File: src/rtl/uart_pkg.sv
// Shared definitions for the UART transmit FIFO: default geometry and the
// encoding of the transmit-done interrupt state machine.
package uart_pkg;

   localparam int UART_DATA_W = 8;
   localparam int UART_DEPTH  = 8;
   localparam int UART_ADDR_W = 3;

   typedef enum logic [1:0] {
      ST_IDLE    = 2'd0,
      ST_SENDING = 2'd1,
      ST_DONE    = 2'd2
   } tx_state_e;

endpackage

File: src/rtl/uart_fifo_mem.sv
// FIFO storage: one synchronous write port, one asynchronous read port.
// Contents are deliberately not reset; validity is tracked by the pointers.
module uart_fifo_mem
   import uart_pkg::*;
#(
   parameter int DATA_W = UART_DATA_W,
   parameter int DEPTH  = UART_DEPTH,
   parameter int ADDR_W = UART_ADDR_W
) (
   input  logic              clk_tx,
   input  logic              we,
   input  logic [ADDR_W-1:0] waddr,
   input  logic [DATA_W-1:0] wdata,
   input  logic [ADDR_W-1:0] raddr,
   output logic [DATA_W-1:0] rdata
);

   logic [DATA_W-1:0] mem_r [DEPTH];

   // Store one entry per accepted write.
   always_ff @(posedge clk_tx) begin
      if (we) begin
         mem_r[waddr] <= wdata;
      end
   end

   assign rdata = mem_r[raddr];

endmodule

File: src/rtl/uart_tx_fifo.sv
// UART transmit FIFO: first-word-fall-through queue between the CPU SBUF
// writes and the serializer, with sticky overflow and a transmit-done flag.
module uart_tx_fifo
   import uart_pkg::*;
#(
   parameter int DATA_W = UART_DATA_W,
   parameter int DEPTH  = UART_DEPTH,
   parameter int ADDR_W = UART_ADDR_W
) (
   input  logic              clk_tx,
   input  logic              rst_n,
   input  logic              wr_en,
   input  logic [DATA_W-1:0] wr_data,
   output logic              full,
   input  logic              rd_en,
   output logic [DATA_W-1:0] rd_data,
   output logic              empty,
   output logic [ADDR_W:0]   count,
   output logic              ovf,
   input  logic              ovf_clr,
   output logic              tx_int,
   input  logic              tx_int_clr
);

   if (DEPTH < 2 || DEPTH > 16 || (DEPTH & (DEPTH - 1)) != 0 || (1 << ADDR_W) != DEPTH) begin : g_bad_param
      $error("uart_tx_fifo: DEPTH must be a power of two in 2..16 and equal 2**ADDR_W");
   end

   localparam logic [ADDR_W:0]   CNT_ZERO  = {(ADDR_W + 1){1'b0}};
   localparam logic [ADDR_W:0]   CNT_ONE   = (ADDR_W + 1)'(1'b1);
   localparam logic [ADDR_W:0]   CNT_FULL  = (ADDR_W + 1)'(DEPTH);
   localparam logic [ADDR_W-1:0] PTR_ZERO  = {ADDR_W{1'b0}};
   localparam logic [ADDR_W-1:0] PTR_ONE   = ADDR_W'(1'b1);
   localparam logic [DATA_W-1:0] DATA_ZERO = {DATA_W{1'b0}};

   logic [ADDR_W-1:0] wr_ptr_r;
   logic [ADDR_W-1:0] rd_ptr_r;
   logic [ADDR_W:0]   count_r;
   logic              ovf_r;
   logic              tx_int_r;
   tx_state_e         state_r;

   logic              full_s;
   logic              empty_s;
   logic              wr_acc_s;
   logic              rd_acc_s;
   logic              last_rd_s;
   logic              mem_we_s;
   logic [DATA_W-1:0] mem_rd_s;
   logic [DATA_W-1:0] rd_data_s;

   // Status decode and write/read acceptance; a full FIFO still takes a write
   // when the serializer pops in the same cycle.
   always_comb begin
      full_s    = (count_r == CNT_FULL);
      empty_s   = (count_r == CNT_ZERO);
      rd_acc_s  = rd_en && !empty_s;
      wr_acc_s  = wr_en && (!full_s || rd_en);
      last_rd_s = rd_acc_s && !wr_acc_s && (count_r == CNT_ONE);
      mem_we_s  = wr_acc_s && rst_n;
      if (empty_s) begin
         rd_data_s = DATA_ZERO;
      end else begin
         rd_data_s = mem_rd_s;
      end
   end

   uart_fifo_mem #(
      .DATA_W (DATA_W),
      .DEPTH  (DEPTH),
      .ADDR_W (ADDR_W)
   ) u_mem (
      .clk_tx (clk_tx),
      .we     (mem_we_s),
      .waddr  (wr_ptr_r),
      .wdata  (wr_data),
      .raddr  (rd_ptr_r),
      .rdata  (mem_rd_s)
   );

   // Pointers, occupancy count and sticky overflow.
   always_ff @(posedge clk_tx) begin
      if (!rst_n) begin
         wr_ptr_r <= PTR_ZERO;
         rd_ptr_r <= PTR_ZERO;
         count_r  <= CNT_ZERO;
         ovf_r    <= 1'b0;
      end else begin
         if (wr_acc_s) begin
            wr_ptr_r <= wr_ptr_r + PTR_ONE;
         end
         if (rd_acc_s) begin
            rd_ptr_r <= rd_ptr_r + PTR_ONE;
         end
         case ({wr_acc_s, rd_acc_s})
            2'b10:   count_r <= count_r + CNT_ONE;
            2'b01:   count_r <= count_r - CNT_ONE;
            default: count_r <= count_r;
         endcase
         if (wr_en && !wr_acc_s) begin
            ovf_r <= 1'b1;
         end else if (ovf_clr) begin
            ovf_r <= 1'b0;
         end
      end
   end

   // Transmit-done state machine; the flag survives new writes until acknowledged.
   always_ff @(posedge clk_tx) begin
      if (!rst_n) begin
         state_r  <= ST_IDLE;
         tx_int_r <= 1'b0;
      end else begin
         case (state_r)
            ST_IDLE: begin
               if (wr_acc_s) begin
                  state_r <= ST_SENDING;
               end
            end
            ST_SENDING: begin
               if (last_rd_s) begin
                  state_r <= ST_DONE;
               end
            end
            ST_DONE: begin
               if (wr_acc_s) begin
                  state_r <= ST_SENDING;
               end else if (tx_int_clr) begin
                  state_r <= ST_IDLE;
               end
            end
            default: state_r <= ST_IDLE;
         endcase
         if ((state_r == ST_SENDING) && last_rd_s) begin
            tx_int_r <= 1'b1;
         end else if (tx_int_clr) begin
            tx_int_r <= 1'b0;
         end
      end
   end

   assign full    = full_s;
   assign empty   = empty_s;
   assign count   = count_r;
   assign ovf     = ovf_r;
   assign tx_int  = tx_int_r;
   assign rd_data = rd_data_s;

endmodule
File: config.mk
export PLATFORM = sky130hd
export DESIGN_NAME = uart_tx_fifo
export DESIGN_NICKNAME = d
export VERILOG_FILES = /design/src/rtl/uart_pkg.sv /design/src/rtl/uart_fifo_mem.sv /design/src/rtl/uart_tx_fifo.sv
export SDC_FILE = /design/constraint.sdc
export NUM_CORES = 1
export LEC_CHECK = 0
export ABC_CLOCK_PERIOD_IN_PS = 4200
export CAP_MARGIN = 20
export CORE_MARGIN = 5
export CORE_UTILIZATION = 50
export CTS_CLUSTER_DIAMETER = 50
export CTS_CLUSTER_SIZE = 25
export DETAILED_ROUTE_END_ITERATION = 6
export DONT_BUFFER_PORTS = 1
export GPL_TIMING_DRIVEN = 0
export PLACE_DENSITY = 0.71
export RECOVER_POWER = 100
export SLEW_MARGIN = 20
export SYNTH_ARGS = -nofsm -noshare
export SYNTH_HDL_FRONTEND = slang
export SYNTH_SLANG_ARGS = --single-unit
File: constraint.sdc
create_clock -name clk_tx -period 4.2 [get_ports clk_tx]
set_input_delay 0.42 -clock clk_tx [delete_from_list [all_inputs] [get_ports clk_tx]]
set_output_delay 0.42 -clock clk_tx [all_outputs]
set_load 0.03 [all_outputs]
== Word level (Yosys, flattened, before mapping) ==
Memory sizes are Yosys's and may differ from the RTL's. A register that Yosys moved wholly into a read port is not among the register bits.
Index checks and enable logic that the tools add are counted.

* Output and inout port bits: 16
* Input bits: 14
* Memories kept: 1
* Flip-flop bits (word level): 14
* RAM bits: 64
* Logic and storage cells: 52

{| class="wikitable"
|+ Memories
! memory !! words !! bits a word !! read ports !! clocked after Yosys merged registers in !! wr ports !! RTL line !! RTL
|-
| u_mem.mem_r || 8 || 8 || 1 || 1 || 1 || uart_fifo_mem.sv:18 || <nowiki>logic [DATA_W-1:0] mem_r [DEPTH];</nowiki>
|}

* Reduce and logical (&&, ||, !) cells: 17
* Eq/ne operators: 9
* Add/sub/neg operators: 4
* Multiplexer cells: 15

{| class="wikitable"
|+ Operator list
! kind !! number
|-
| 2-bit 2-to-1 mux || 4
|-
| 8-bit 2-to-1 mux || 1
|-
| 4-bit case mux with 2 select lines || 1
|-
| 1-bit logical AND || 7
|-
| 3-bit by 1-bit adder with 3-bit output (second input constant) || 2
|-
| 1-bit 2-to-1 mux || 6
|-
| 3-bit 2-to-1 mux || 2
|-
| 2-bit case mux with 3 select lines || 1
|-
| 2-bit nonzero test || 3
|-
| 4-bit by 1-bit adder with 4-bit output (second input constant) || 1
|-
| 2-bit by 1-bit == test with 1-bit output (second input constant) || 2
|-
| 2-bit == test (second input constant) || 2
|-
| 4-bit by 1-bit == test with 1-bit output (second input constant) || 1
|-
| 4-bit == test (second input constant) || 1
|-
| 4-bit logical NOT || 1
|-
| 2-bit inequality test (second input constant) || 2
|-
| 4-bit by 1-bit subtractor with 4-bit output (second input constant) || 1
|-
| 1-bit logical NOT || 3
|-
| 3-bit inequality test (second input constant) || 1
|-
| 3-bit AND reduction || 1
|-
| 2-bit logical NOT || 1
|-
| 1-bit logical OR || 1
|}

== Depth between registers and ports, before layout ==
Gate-level depths: netlist (run 1).

* Depth in word-level cells: 9
* Gate-level depth with buffers: 9
* Mapped depth without buffers: 8

== Hierarchy ==
From an unflattened synthesis (run 1), not the netlist that was laid out.

* Cell total of the unflattened synthesis: 193
* Area, all modules: 3334.4 sq um

{| class="wikitable"
|+ Modules (own cells, without submodules)
! module !! cells an instance !! instances !! area each (sq um) !! seq. area each (sq um)
|-
| uart_fifo_mem || 106 || 1 || 2531.2 || 1921.8
|-
| uart_tx_fifo || 87 || 1 || 803.3 || 280.3
|}

== Worst setup path after synthesis (run 1) ==
OpenSTA, ideal clock, no wires.

* Path kind: reg-to-reg
* Start point: register count_r[1] (netlist: count[1])
* End point: register count_r[2] (netlist: count[2])
* Buffers on the path: 1
* Clock period less this slack: 2.555 ns
* Stages on the path, launching flop included: 9
* Path slack: 1.645 ns
* Required time: 4.128 ns
* Setup time: 0.072 ns
* Arrival time: 2.483 ns
* Cells stage by stage: dfxtp_1 -> inv_1 -> ha_1 -> nor3b_1 -> buf_2 -> nor2_1 -> ha_1 -> or3_2 -> a21oi_1

* Elaborated cells between the ends (all ways): 13
* Those cells by class: add/sub: 2; eq/ne: 3; mux: 1; reduce/logical: 7

{| class="wikitable"
|+ RTL lines
! element !! RTL line !! RTL
|-
| start, declared || uart_tx_fifo.sv:38 || <nowiki>logic [ADDR_W:0] count_r;</nowiki>
|-
| start signal, assigned || uart_tx_fifo.sv:96 || <nowiki>2'b10: count_r <= count_r + CNT_ONE;</nowiki>
|-
| start signal, assigned || uart_tx_fifo.sv:97 || <nowiki>2'b01: count_r <= count_r - CNT_ONE;</nowiki>
|-
| start signal, assigned || uart_tx_fifo.sv:98 || <nowiki>default: count_r <= count_r;</nowiki>
|-
| 4-bit logical NOT * || uart_tx_fifo.sv:56 || <nowiki>empty_s = (count_r == CNT_ZERO);</nowiki>
|-
| net empty || uart_tx_fifo.sv:17 || <nowiki>output logic empty,</nowiki>
|-
| 1-bit logical NOT * || uart_tx_fifo.sv:57 || <nowiki>rd_acc_s = rd_en && !empty_s;</nowiki>
|-
| 1-bit logical AND * || uart_tx_fifo.sv:57 ||
|-
| net rd_acc_s || uart_tx_fifo.sv:46 || <nowiki>logic rd_acc_s;</nowiki>
|-
| 2-bit by 1-bit == test with 1-bit output or 2-bit == test (tied branches) || uart_tx_fifo.sv:95 || <nowiki>case ({wr_acc_s, rd_acc_s})</nowiki>
|-
| 4-bit case mux with 2 select lines or 2-bit nonzero test (tied branches) || -- ||
|}

Mark *: on every way through the listed nets, which the timed path passes. The rest lies on a longest branch.
A chain may end at the register's enable or synchronous reset.

== Worst setup path after layout (run 1) ==
* Start point: register count_r[0] (netlist: count[0])
* End point: output port rd_data[4]

* Word-level cells in the longest chain between the ends: 2

{| class="wikitable"
|+ Ends and longest elaborated chain
! element !! RTL line !! RTL
|-
| 4-bit logical NOT || uart_tx_fifo.sv:56 ||
|-
| net empty || uart_tx_fifo.sv:17 ||
|-
| 8-bit 2-to-1 mux || uart_tx_fifo.sv:61 || <nowiki>if (empty_s) begin</nowiki>
|-
| end, declared || uart_tx_fifo.sv:16 || <nowiki>output logic [DATA_W-1:0] rd_data,</nowiki>
|}

The timed path passes the listed nets, and every way through them passes these cells.

==> results.cfg, run 1 <==
[synthesis]
ys_ff_latch = 81
synthesis.area_um2 = 3350
synth-edff-count = 64
synth_cell_type_count = 38
synthesis.nets = 243
synthAdderAreaFrac_pct = 2.24
yosys_warnings = 0
syn_avg_cell_area_um2 = 15.0
yosys.area.top_type = edfxtp_1
synthCells = 223
synth_top_family_by_area = multiplexers
yosys-top-cells-area = edfxtp_1 57%, mux2i_1 11%, dfxtp_1 10%
yosys.area_share.simple_pct = 9.67
synth_common_cells = 64 x edfxtp_1, 37 x mux2i_1, 17 x a22o_1, 17 x dfxtp_1, 12 x nor3_1
synth.top_cell.area_share_pct = 57.3
synthMuxAreaShare_pct = 11.0
asyncSetResetFlopFracSynth_pct = 0
ys.flop_type = edfxtp_1
synthXorXnorAreaFrac_pct = 0.523
synth_compound_area_share_pct = 6.87
synth_most_common_cell = edfxtp_1
yosysSeqAreaShare_pct = 67.5

[placement]
post-place-ws_ns = 1.23
place.gp.congestion = 0.729
place_area_um2 = 3520
dpl.hpwl_um = 4440
dp_cells = 305
port_buffers = 0

[power]
vdd_drop_max_uv = 262
power_density_nw_per_um2 = 542
totalPowerFinal_mw = 1.97
power.static_leakage_nw = 1.16

[run_status]
outcome = complete, but fails checks
violations = max-capacitance violations, max-slew violations

[critical_path]
cp.arrival_ns = 2.96
cp_data_required_time_ns = 3.78
r2r_cells = 8
timing.rr.start = count[1]
r2r_end = count[2]
startpoint_type = flip-flop
worst-r2r-setup-slack_ns = 0.92
criticalPathCategory = reg2out
crit_path_end_kind = primary output
crit_fanout = 10

[floorplan]
initial_core_util_pct = 52.2
core_um2 = 6420
die_y_um = 91.9
die_area_um2 = 8440
dieWidth_um = 91.9
ioPinCount = 30
rows = 29

[cts]
clk-insertion-delay-late_ns = 0.35
path_clk_slew_ns = 0.08
cts_tree = yes
cts_sinks = 81
holdBufCountCts = 0
clockBufferDepth = 2
cts_resized = 0
h-tree-depth = 3
post-cts-setup-buffers = 0
root_buffer = clkbuf_8
cts_buffers = 9

[detailed_routing]
drt-pass1-iter-count = 4
avgRoutedWirePerCell_um = 21.1
drc = 0
viasPerCell = 5.98
first_iter_violations = 127
vias = 1913
detail-route-antenna-nets = 0
wl_um = 6740

[min_path]
worstHoldStart = wr_data[2]
worstHoldPathType = in2reg
holdPathEnd = u_mem.mem_r[4][2]
min_path_cells = 0

[global_route]
grt_pass1_vias = 1953
antenna_found_initial = 0
grt.total_usage_pct = 16.9
grt_pass1_wl_um = 10600
grt_start_max_net_pins = 13
gr-total-overflow = 0

[sta]
tightest_slew_ns = 1.59
fin_skew_ns = 0.00668
fmax_mhz = 296
slew_violations = 9
hold_viol_final = 0
fin_ws_ns = 0.817
grt_setup_unrepaired = false
setup_viol = 0
final.setup.tns_ns = 0
whs_ns = 0.163
min_period_over_period_pct = 80.5
maxSlewHeadroom_pct = -6.86
period_needed_ns = 3.38

[final_layout]
drive_above_1_share_pct = 8.23
seqCellArea_um2 = 2260
final_area_um2 = 3640
area_growth_syn_to_layout_pct = 8.51
nets = 259
stdcell_count = 320
multi_input_area_um2 = 1010
num_antenna_cells = 0
fillCellCount = 539
fin_util_pct = 56.6

[run]
cap_violations = 1
-- worst max-delay path: stages, from the launching register on --
cell	delay, ns
dfxtp_1	0.64
inv_1	0.10
ha_1	0.29
nor3b_1	0.21
clkbuf_1	0.44
nor3_1	0.94
-- cells by family after synthesis --
family          Yosys count
flops                    81
buf+inv                  13
fa+ha+maj                 6
compound gates           31
simple gates             53
mux                      37
xor+xnor                  2
-- power breakdown --
group / switching, mW / internal (mW) / leakage, nW
logic: 0.325 / 0.149 / 0.348
clock network: 0.263 / 0.269 / 0.0929
registers: 0.0634 / 0.903 / 0.717
total: 0.652 / 1.32 / 1.16
-- worst max path at each step --
stage	from	end	depth (start not counted)
2_1_floorplan	count[1]	count[2]	8
3_3_place_gp	count[0]	u_mem.mem_r[2][0]	5
3_5_place_dp	count[1]	count[2]	8
4_1_cts	count[0]	rd_data[4]	5
5_1_grt	count[0]	rd_data[3]	5
6_report	count[0]	rd_data[4]	5
-- final cells by class --
cell class	instances	area share [%]
sequential	81	62.2
multi-input combinational	129	27.8
clock buffer	11	3.61
tap	77	2.65
buffer	9	1.55
clock inverter	4	1.24
timing repair buffer	5	0.516
inverter	4	0.413
-- state kept, by name, summed over array words and instances, names as in the netlist, named ones only --
name / flops
tx_int: 1
ovf: 1
wr_ptr_r: 3
rd_ptr_r: 3
count: 4
u_mem.mem_r: 64
state_r: 2
-- layout by cell type (no fill, tap or decap), types with 3 or more instances in the layout --
| cell | n |
|---|---|
| nand2_1 | 7 |
| nand2b_1 | 3 |
| o21ai_0 | 4 |
| mux2i_1 | 37 |
| edfxtp_1 | 64 |
| nor2_1 | 6 |
| clkinv_2 | 3 |
| inv_1 | 3 |
| a21oi_1 | 7 |
| nor3_1 | 12 |
| nor2b_1 | 4 |
| clkbuf_8 | 9 |
| clkbuf_1 | 9 |
| dfxtp_1 | 17 |
| a22o_1 | 17 |
| buf_1 | 3 |
| nor4_1 | 3 |
| ha_1 | 6 |
| nor3b_1 | 3 |
-- layer usage --
layer	share of wire, %	wire length (um)	global-route usage [%]
met1	44	2980	20.9
met2	50	3350	27.6
met3	4.5	306	5.07
met4	1.7	112	7.43
met5	0	0	0
Note: power is estimated with default switching activity, not from simulation.
==> run 2: changes to the inputs <==
ABC_CLOCK_PERIOD_IN_PS = 3100   (was 4200)
PLACE_DENSITY = 0.74   (was 0.71)
clock period = 3.1 ns   (was 4.2 ns; I/O delays follow)
==> results.cfg, run 2 (synthesis gave the netlist of run 1 again) <==
[detailed_routing]
avgRoutedWirePerCell_um = 20.5
detail-route-antenna-nets = 0
vias = 1911
drt-pass1-iter-count = 4
viasPerCell = 5.95
drc = 0
wl_um = 6570
first_iter_violations = 90

[sta]
final.setup.tns_ns = 0
setup_viol = 0
period_needed_ns = 2.99
slew_violations = 0
min_period_over_period_pct = 96.5
fin_skew_ns = 0.00876
fin_ws_ns = 0.110
tightest_slew_ns = 0.901
fmax_mhz = 334
hold_viol_final = 0
maxSlewHeadroom_pct = 39.5
grt_setup_unrepaired = true

[cts]
clk-insertion-delay-late_ns = 0.35
cts_tree = yes
cts_sinks = 81
h-tree-depth = 3
holdBufCountCts = 0
post-cts-setup-buffers = 0
cts_buffers = 9
clockBufferDepth = 2
root_buffer = clkbuf_8
path_clk_slew_ns = 0.08

[floorplan]
ioPinCount = 30
core_um2 = 6420
dieWidth_um = 91.9
initial_core_util_pct = 52.2
rows = 29
die_y_um = 91.9
die_area_um2 = 8440

[run_status]
outcome = finished, final reports clean

[final_layout]
largest_reg_flops = 64
fillCellCount = 502
seqCellArea_um2 = 2260
stdcell_count = 321
nets = 259
final_cell_mix = 64 x edfxtp_1, 37 x mux2i_1, 17 x a22o_1, 17 x dfxtp_1
area_growth_syn_to_layout_pct = 10.8
drive_above_1_share_pct = 17.2
multi_input_area_um2 = 1090
num_antenna_cells = 0
layout_commonest_cell = edfxtp_1
regMostFlops = u_mem.mem_r

[critical_path]
startpoint = count[0]
crit_buf_inv = 2
crit_path_top_delay_cell = nor3_1
cp.arrival_ns = 2.68
slowest_delay_ns = 0.80
crit_fanout = 10
crit_chain = inv_1 > ha_1 > nor3b_2 > buf_2 > nor3_1
crit_path_end_kind = primary output
crit_family = simple AND/OR/NAND/NOR gates
startpoint_type = flip-flop
timing.rr.start = count[0]
cp_data_required_time_ns = 2.79
criticalPathCategory = reg2out

[placement]
dp_cells = 305
port_buffers = 0
dpl.hpwl_um = 4420
post-place-ws_ns = 0.139
place.gp.congestion = 0.741

[global_route]
grt_pass1_vias = 1911
antenna_found_initial = 0
gr-total-overflow = 0
grt_pass1_wl_um = 10300
grt_start_max_net_pins = 14
grt.total_usage_pct = 16.4

[power]
power_density_nw_per_um2 = 712
vdd_drop_max_uv = 330
power.static_leakage_nw = 1.19

[run]
cap_violations = 0

[min_path]
worstHoldPathType = in2reg
worstHoldStart = wr_data[7]
[run 2: cell types whose count changed in the layout (fill, tap and decap cells not counted), sizes merged]
cell,delta
bufinv,-1
clkinv,+2
clkinvlp,+1
buf,+6
clkbuf,-7
[run 2: cell type report]
class | count | area share (%)
flip-flops and latches | 81 | 60.9
multi-input cells | 129 | 29.3
clock buffers | 10 | 3.44
well taps | 77 | 2.60
plain buffers | 9 | 1.55
clock inverters | 6 | 0.944
repair buffers | 5 | 0.876
inverters | 4 | 0.404
[run 2: worst paths after layout]
path,cells after the start,slack (ns),end
min,0,0.05,u_mem.mem_r[0][7]
min reg2reg,2,0.48,rd_ptr_r[2]
max,5,0.11,rd_data[7]
max reg2reg,9,0.24,count[3]
[run 2: report_power, final]
part	leakage (nW)	total, mW	switching (mW)	internal, mW
sequential	0.717	1.31	0.0877	1.22
clock	0.0835	0.654	0.368	0.285
combinational	0.387	0.681	0.459	0.222
total	1.19	2.64	0.915	1.73
[run 2: stage by stage]
step	utilization (%)	hold WS [ns]	cell area, um^2	total power [mW]
floorplan	-	0.409	3350	1.85
global placement	53.7	0.409	3450	1.97
detailed placement	54.8	0.409	3520	2.00
CTS	57.4	0.0378	3690	2.64
global route	57.8	0.0324	3710	2.77
finish	57.8	0.0543	3710	2.64
[run 2: per-layer routing]
metal / track usage, % / vias to the layer above / share of wire [%] / routed length (um)
li1: - / 904 / - / -
met1: 21.2 / 948 / 45 / 2960
met2: 26.5 / 50 / 48 / 3160
met3: 4.42 / 9 / 5.0 / 330
met4: 6.68 / 0 / 1.8 / 116
met5: 0 / - / 0 / 0
[run 2: what timing repair did]
| action | in CTS | in global routing |
|---|---|---|
| gates resized for setup | 1 | 5 |
| hold endpoints to repair | 0 | 0 |
| endpoints found under the setup margin | 1 | 8 |
==> run 3: changes to the inputs <==
REMOVE_ABC_BUFFERS = 1   (was unset)
==> results.cfg, run 3 (synthesis gave the netlist of run 1 again) <==
[cts]
holdBufCountCts = 0
path_clk_slew_ns = 0.08
cts_tree = yes
cts_resized = 0
post-cts-setup-buffers = 0
cts_buffers = 9
cts_sinks = 81
h-tree-depth = 3
root_buffer = clkbuf_8
clockBufferDepth = 2
clk-insertion-delay-late_ns = 0.34

[critical_path]
criticalPathCategory = reg2out
r2r_cells = 6
r2r_end = u_mem.mem_r[4][3]
cp.arrival_ns = 2.64
crit_family = simple AND/OR/NAND/NOR gates
crit_path_top_delay_cell = nor3_1
crit_buf_inv = 2
slowest_delay_ns = 0.76
crit_fanout = 12
crit_chain = inv_1 > ha_1 > nor3b_2 > buf_4 > nor3_1
worst-r2r-setup-slack_ns = 0.32
startpoint_type = flip-flop
cp_data_required_time_ns = 2.79
timing.rr.start = count[0]
crit_path_end_kind = primary output

[detailed_routing]
drc = 0
vias = 1811
drt-pass1-iter-count = 4
wl_um = 6160
detail-route-antenna-nets = 0
avgRoutedWirePerCell_um = 19.6
viasPerCell = 5.77
first_iter_violations = 74

[final_layout]
drive_above_1_share_pct = 11.4
seqCellArea_um2 = 2260
multi_input_area_um2 = 1050
largest_reg_flops = 64
regMostFlops = u_mem.mem_r
nets = 252
final_cell_mix = 64 x edfxtp_1, 37 x mux2i_1, 17 x a22o_1
fillCellCount = 499
area_growth_syn_to_layout_pct = 9.48
layout_commonest_cell = edfxtp_1
num_antenna_cells = 0

[sta]
hold_viol_final = 0
fin_skew_ns = 0.00832
slew_violations = 0
whs_ns = 0.0543
maxSlewHeadroom_pct = 31.4
setup_viol = 0
min_period_over_period_pct = 95.1
grt_setup_unrepaired = false
tightest_slew_ns = 1.02
fmax_mhz = 339
period_needed_ns = 2.95

[min_path]
worstHoldStart = wr_data[4]
min_path_cells = 0
worstHoldPathType = in2reg
holdPathEnd = u_mem.mem_r[0][4]

[floorplan]
die_y_um = 91.9
ioPinCount = 30
dieWidth_um = 91.9
initial_core_util_pct = 52.2
die_area_um2 = 8440
rows = 29
core_um2 = 6420

[global_route]
grt_pass1_vias = 1809
grt.total_usage_pct = 15.2
grt_pass1_wl_um = 9690
grt_start_max_net_pins = 18
antenna_found_initial = 0
gr-total-overflow = 0

[power]
power_density_nw_per_um2 = 736
vdd_drop_max_uv = 360
totalPowerFinal_mw = 2.70
power.static_leakage_nw = 1.15

[run_status]
outcome = finished, final reports clean

[placement]
port_buffers = 0
dpl.hpwl_um = 4060
place.gp.congestion = 0.695

[run]
cap_violations = 0
[run 3: changes by cell type in the layout (fill, tap and decap cells not counted), moves of 2 or more]
cell,previous run,this run
buf_2,3,0
nor3_2,9,2
buf_6,2,0
buf_1,3,0
clkbuf_1,2,5
buf_4,5,1
clkinv_2,3,1
nor3_1,3,10
[run 3: how the worst max path moves through the flow]
stage / startpoint / endpoint / slack (ns) / cells past startpoint
6_report: count[0] / rd_data[0] / 0.15 / 5
5_1_grt: count[0] / rd_data[1] / 0.008 / 5
3_3_place_gp: count[1] / count[2] / -1.16 / 7
2_1_floorplan: count[1] / count[2] / -0.26 / 7
3_5_place_dp: count[1] / count[2] / 0.33 / 7
4_1_cts: count[0] / rd_data[5] / 0.11 / 5
[run 3: through the flow]
step	area (um^2)	setup WS (ns)	util [%]	setup TNS, ns	instances
finish	3670	0.153	57.1	0	314
global route	3670	0.00835	57.1	0	314
CTS	3700	0.114	57.7	0	314
detailed placement	3510	0.333	54.6	0	298
global placement	3390	-1.16	52.8	-23.51	291
floorplan	3290	-0.259	-	-0.319	214
[run 3: metal layers]
layer / share of wire (%) / vias up / track usage, %
met5: 0 / - / 0
met4: 1.2 / 0 / 6.68
met3: 5.2 / 9 / 4.09
met2: 48 / 35 / 23.8
met1: 45 / 881 / 20.1
li1: - / 886 / -
[run 3: report_power, final]
part	internal, mW	switching (mW)	total [mW]
clock network	0.370	0.374	0.744
registers	1.22	0.106	1.33
logic	0.210	0.415	0.625
[run 3: final cells by class]
type                    instances  area share, %
repair buffers                  7           1.47
inverters                       4          0.409
flip-flops and latches         81           61.7
multi-input cells             129           28.5
clock buffers                   9           3.38
well taps                      77           2.63
clock inverters                 7           1.94
